==> config.mk <==
export PLATFORM = sky130hd
export DESIGN_NAME = load_store_seq
export DESIGN_NICKNAME = d
export VERILOG_FILES = /design/src/rtl/load_store_seq.sv
export SDC_FILE = /design/constraint.sdc
export NUM_CORES = 1
export LEC_CHECK = 0
export CORE_ASPECT_RATIO = 0.8
export CORE_MARGIN = 4
export CORE_UTILIZATION = 67
export CTS_CLUSTER_SIZE = 20
export DETAILED_ROUTE_END_ITERATION = 7
export DONT_BUFFER_PORTS = 1
export GPL_TIMING_DRIVEN = 1
export PLACE_DENSITY = 0.8
export SYNTH_ARGS = -nofsm -noshare
export SYNTH_HDL_FRONTEND = slang
export SYNTH_SLANG_ARGS = --single-unit
==> constraint.sdc <==
create_clock -name clk -period 7.58 [get_ports clk]
set_input_delay 0.758 -clock clk [delete_from_list [all_inputs] [get_ports clk]]
set_output_delay 0.758 -clock clk [all_outputs]
set_load 0.03 [all_outputs]
==> src/rtl/load_store_seq.sv <==
// Sequencer for byte/half/word loads and stores against a fixed-latency memory.
// Sub-word stores are read-modify-write; misaligned or illegal requests raise addr_exc.
module load_store_seq #(
    parameter int DATA_W  = 32,
    parameter int ADDR_W  = 32,
    parameter int MEM_LAT = 3
) (
    input  logic              clk,
    input  logic              reset,
    input  logic              start,
    input  logic              op_store,
    input  logic [1:0]        size,
    input  logic              sign_ext,
    input  logic [ADDR_W-1:0] addr,
    input  logic [DATA_W-1:0] wdata,
    input  logic [DATA_W-1:0] mem_rdata,
    output logic [ADDR_W-1:0] mem_addr,
    output logic              mem_wr,
    output logic [DATA_W-1:0] mem_wdata,
    output logic [DATA_W-1:0] rdata,
    output logic              busy,
    output logic              done,
    output logic              addr_exc
);

    localparam int NB    = DATA_W / 8;
    localparam int LW    = $clog2(NB);
    localparam int CNT_W = 4;

    typedef enum logic [2:0] {
        S_IDLE,
        S_READ_WAIT,
        S_WRITE,
        S_DONE,
        S_EXC
    } state_t;

    state_t             r_state;
    state_t             w_next;
    logic [CNT_W-1:0]   r_cnt;
    logic               r_op_store;
    logic [1:0]         r_size;
    logic               r_sign_ext;
    logic [LW-1:0]      r_lane;
    logic [DATA_W-1:0]  r_wdata;
    logic [ADDR_W-1:0]  r_mem_addr;
    logic [DATA_W-1:0]  r_mem_wdata;
    logic [DATA_W-1:0]  r_rdata;
    logic               w_misalign;
    logic               w_last;
    logic               w_accept;
    logic               w_store_word;

    // Pull the addressed byte/half down to bit 0 and extend it to DATA_W.
    function automatic logic [DATA_W-1:0] f_extract(
        input logic [DATA_W-1:0] d,
        input logic [1:0]        sz,
        input logic [LW-1:0]     lane,
        input logic              sx
    );
        logic [DATA_W-1:0] sh;
        sh = d >> {lane, 3'b000};
        case (sz)
            2'b00:   return sx ? {{(DATA_W-8){sh[7]}}, sh[7:0]}
                               : {{(DATA_W-8){1'b0}}, sh[7:0]};
            2'b01:   return sx ? {{(DATA_W-16){sh[15]}}, sh[15:0]}
                               : {{(DATA_W-16){1'b0}}, sh[15:0]};
            default: return d;
        endcase
    endfunction

    // Overlay the low byte/half of wd onto the addressed lanes of d.
    function automatic logic [DATA_W-1:0] f_merge(
        input logic [DATA_W-1:0] d,
        input logic [DATA_W-1:0] wd,
        input logic [1:0]        sz,
        input logic [LW-1:0]     lane
    );
        logic [DATA_W-1:0] m;
        m = (sz == 2'b00) ? DATA_W'(8'hFF) : DATA_W'(16'hFFFF);
        return (d & ~(m << {lane, 3'b000})) | ((wd & m) << {lane, 3'b000});
    endfunction

    assign w_misalign   = (size == 2'b11) ||
                          (size == 2'b01 && addr[0]) ||
                          (size == 2'b10 && addr[LW-1:0] != '0);
    assign w_store_word = op_store && (size == 2'b10);
    assign w_accept     = (r_state == S_IDLE) && start;
    assign w_last       = (r_cnt == CNT_W'(MEM_LAT - 1));

    always_ff @(posedge clk or posedge reset) begin
        if (reset) r_state <= S_IDLE;
        else       r_state <= w_next;
    end

    always_comb begin
        w_next = r_state;
        case (r_state)
            S_IDLE: begin
                if (start) begin
                    if (w_misalign)        w_next = S_EXC;
                    else if (w_store_word) w_next = S_WRITE;
                    else                   w_next = S_READ_WAIT;
                end
            end
            S_READ_WAIT: if (w_last) w_next = r_op_store ? S_WRITE : S_DONE;
            S_WRITE:     w_next = S_DONE;
            S_DONE:      w_next = S_IDLE;
            S_EXC:       w_next = S_IDLE;
            default:     w_next = S_IDLE;
        endcase
    end

    always_comb begin
        busy     = (r_state != S_IDLE);
        done     = (r_state == S_DONE) || (r_state == S_EXC);
        addr_exc = (r_state == S_EXC);
        mem_wr   = (r_state == S_WRITE);
    end

    always_ff @(posedge clk or posedge reset) begin
        if (reset) begin
            r_cnt       <= '0;
            r_op_store  <= 1'b0;
            r_size      <= 2'b00;
            r_sign_ext  <= 1'b0;
            r_lane      <= '0;
            r_wdata     <= '0;
            r_mem_addr  <= '0;
            r_mem_wdata <= '0;
            r_rdata     <= '0;
        end else begin
            r_cnt <= (r_state == S_READ_WAIT) ? r_cnt + 1'b1 : '0;
            if (w_accept) begin
                r_op_store <= op_store;
                r_size     <= size;
                r_sign_ext <= sign_ext;
                r_lane     <= addr[LW-1:0];
                r_wdata    <= wdata;
                r_mem_addr <= {addr[ADDR_W-1:LW], {LW{1'b0}}};
                if (w_store_word && !w_misalign) r_mem_wdata <= wdata;
            end
            if (r_state == S_READ_WAIT && w_last) begin
                if (r_op_store) r_mem_wdata <= f_merge(mem_rdata, r_wdata, r_size, r_lane);
                else            r_rdata     <= f_extract(mem_rdata, r_size, r_lane, r_sign_ext);
            end
        end
    end

    assign mem_addr  = r_mem_addr;
    assign mem_wdata = r_mem_wdata;
    assign rdata     = r_rdata;

endmodule

==> impl_metrics.yaml <==
cts:
  cts_buffer_depth: 2
  cts_resized: 0
  hold_buffers: 0
  insertion_delay_ns: 0.42
  cts_buffers: 17
  cts_tree: "built"
  root_buffer: "clkbuf_16"
  htreeDepth: 4
  clk_pin_slew_worst_paths_ns: 0.06
  postCtsSetupBuffers: 0
  cts.sinks: 123
timing:
  hold_ws_ns: 0.316
  max_freq_mhz: 338
  final_hold_viol_count: 0
  rsz0062_at_grt: "no"
  finalSetupViolations: 0
  final.setup.tns_ns: 0
  relSlewSlack: 0.243
  min_period_ns: 2.96
  worstMarginPinSlew_ns: 1.14
  period_share: 0.391
  fin_skew_ns: 0.00826
  layout_setup_ws_ns: 4.62
  maxSlewViolCount: 0
worst_setup_path:
  critPathKind: "register to output port"
  max_stage_delay_ns: 0.86
  rrSetupSlack_ns: 4.74
  rr_endpoint: "rdata[31]"
  end_kind: "output port"
  crit_arrival_ns: 2.20
  rr_startpoint: "r_cnt[0]"
  worstRegToRegCells: 7
  cp_data_required_time_ns: 6.82
  crit_chain: "nor3b_1 -> o21bai_1"
  start_kind: "register"
  cp_max_fo: 9
  crit_slowest_cell: "nor3b_1"
place:
  gp_congestion: 0.905
  preCtsSetupSlack_ns: 4.80
  numPortBuffers: 0
  dp_hpwl_um: 12300
synthesis:
  ys_async_sr_fraction: 1.00
  synth_ff_type: "dfrtp_1"
  yosysSeqAreaShare: 0.508
  synth_seq_cells: 123
  synth_edf_count: 0
  synth_area_um2: 6050
  synth_compound_area_frac: 0.138
  yosys.area_share.adder: 0.00413
  synthDistinctLibCells: 49
  syn_avg_cell_area_um2: 8.90
  synth_top_family_by_area: "simple AND/OR/NAND/NOR gates"
  synth_xor_area_frac: 0.00289
  ys_warn_count: 0
  synth_cells: 680
  muxShareOfSynthArea: 0.0630
  synthSimpleGateAreaFrac: 0.242
route:
  viasPerCell: 6.56
  routed_wl_um: 17500
  antenna_left: 0
  post_drt_wl_per_cell_um: 22.4
  drc: 0
  drt_iter0_drc: 724
  vias: 5114
  firstDrtPassIters: 6
floorplan:
  die_w_um: 114
  rows: 30
  ios: 203
  dieArea_um2: 10600
  core_area_um2: 8630
  initial_utilization: 0.701
  die_h_um: 93.0
grt:
  grt_pass1_vias: 4914
  grt_util_all_layers: 0.333
  antenna_found_initial: 0
  grt_pass1_wl_um: 27100
  grt_remaining_overflow: 0
  grt_max_degree: 67
power_and_ir_drop:
  powerDensity_nw_per_um2: 537
  ir_drop_mv: 0.295
  p_leak_nw: 3.02
cells_and_area:
  final_nets: 760
  antenna_cells: 0
  ff_latch_area_um2: 3080
  nFillCells: 615
  drive_gt1_frac: 0.0853
  multiInputGateArea_um2: 2750
  area_growth_syn_to_layout_pct: 9.40
status:
  outcome: "complete, no violations"
job:
  drv_cap: 0
worst_hold_path:
  hold_path_class: "primary input to async pin"
## layout make-up
cell class / instances / share of cell area
Clock buffer: 19 / 0.0684
Clock inverter: 13 / 0.0178
Timing Repair Buffer: 6 / 0.00680
Inverter: 10 / 0.00605
Tap cell: 112 / 0.0212
Multi-Input combinational cell: 497 / 0.415
Sequential cell: 123 / 0.465
## critical path: cells and delay by family (launching register included)
family / cells / cell delay [ns]
flops: 1 / 0.51
compound gates: 1 / 0.42
simple gates: 1 / 0.86
## through the flow
| step | util | std cells | area [um2] | total power, mW |
|---|---|---|---|---|
| 3_3_place_gp | 0.701 | 748 | 6050 | 2.71 |
| 6_report | 0.767 | 780 | 6620 | 3.56 |
| 2_1_floorplan | - | 681 | 6060 | 2.50 |
| 3_5_place_dp | 0.701 | 748 | 6050 | 2.77 |
| 4_1_cts | 0.767 | 780 | 6620 | 3.55 |
| 5_1_grt | 0.767 | 780 | 6620 | 3.76 |
## registers in the layout (all words and copies together) (netlist names), 2 cells and up
name and cells:
mem_addr 30, mem_wdata 32, r_cnt 4, r_lane 2
r_size 2, r_state 3, r_wdata 16, rdata 32
## cell families after synthesis
logic type / count (synthesis)
buffers and inverters: 61
xor gates and xnor gates: 2
adders and majority gates: 2
muxes: 37
other: 1
AOI/OAI and AO/OA: 117
DFF: 123
and+or+nand+nor: 337
## synth_stat cells, types with 5 or more instances
library cell    n  area share
nand2_1       231        0.14
mux2_2          9       0.017
buf_2           5      0.0041
nor3_1          6      0.0050
a32oi_1         7       0.010
nor3b_1         6      0.0074
mux2i_1        28       0.046
dfrtp_1       123        0.51
nor2b_1         5      0.0052
a32o_1          7       0.012
inv_1          10      0.0062
clkbuf_1       40       0.025
a21oi_1        34       0.028
nand3_1        35       0.029
o221ai_1        7       0.010
nand2b_1        7      0.0072
a22oi_1         9       0.011
nor2_1         31       0.019
o211ai_1       31       0.038
o2bb2ai_1       7       0.010
## cell usage in the layout (no fill, tap or decap), types with 2 or more instances in the layout
cell	instances
o211ai_1	31
nor4b_1	2
mux2i_1	28
a32oi_1	7
nor3_1	6
nand2b_1	7
nor2b_1	5
clkbuf_8	2
conb_1	2
nand3b_1	3
nand2_1	230
a32o_1	7
clkinv_2	3
inv_1	9
nor2_1	31
o2bb2ai_1	7
nor3b_1	6
buf_4	6
o21a_1	2
o21ai_0	3
mux2_2	9
nor4b_4	2
a21oi_1	34
clkbuf_16	17
a22oi_1	9
a31oi_1	3
clkinvlp_4	5
o221ai_1	7
nand3_1	34
inv_6	3
dfrtp_1	123
ha_1	2
## worst max-delay path by stage
stage	from	end
finish	r_state[2]	done
floorplan	reset	mem_addr[10]
global placement	r_cnt[0]	rdata[28]
global route	r_state[2]	done
CTS	r_state[2]	done
detailed placement	r_cnt[0]	rdata[21]
## per-layer routing
metal	share of wire	track usage	vias to the layer above
met1	0.39	0.457	2482
met4	0.018	0.109	0
met2	0.45	0.481	308
met5	0	0	-
li1	-	-	2285
met3	0.14	0.142	39
## where the power goes
part / internal (mW) / switching, mW
logic: 0.403 / 0.599
registers: 0.963 / 0.813
clock network: 0.469 / 0.309
(Power assumes the default switching activity.)
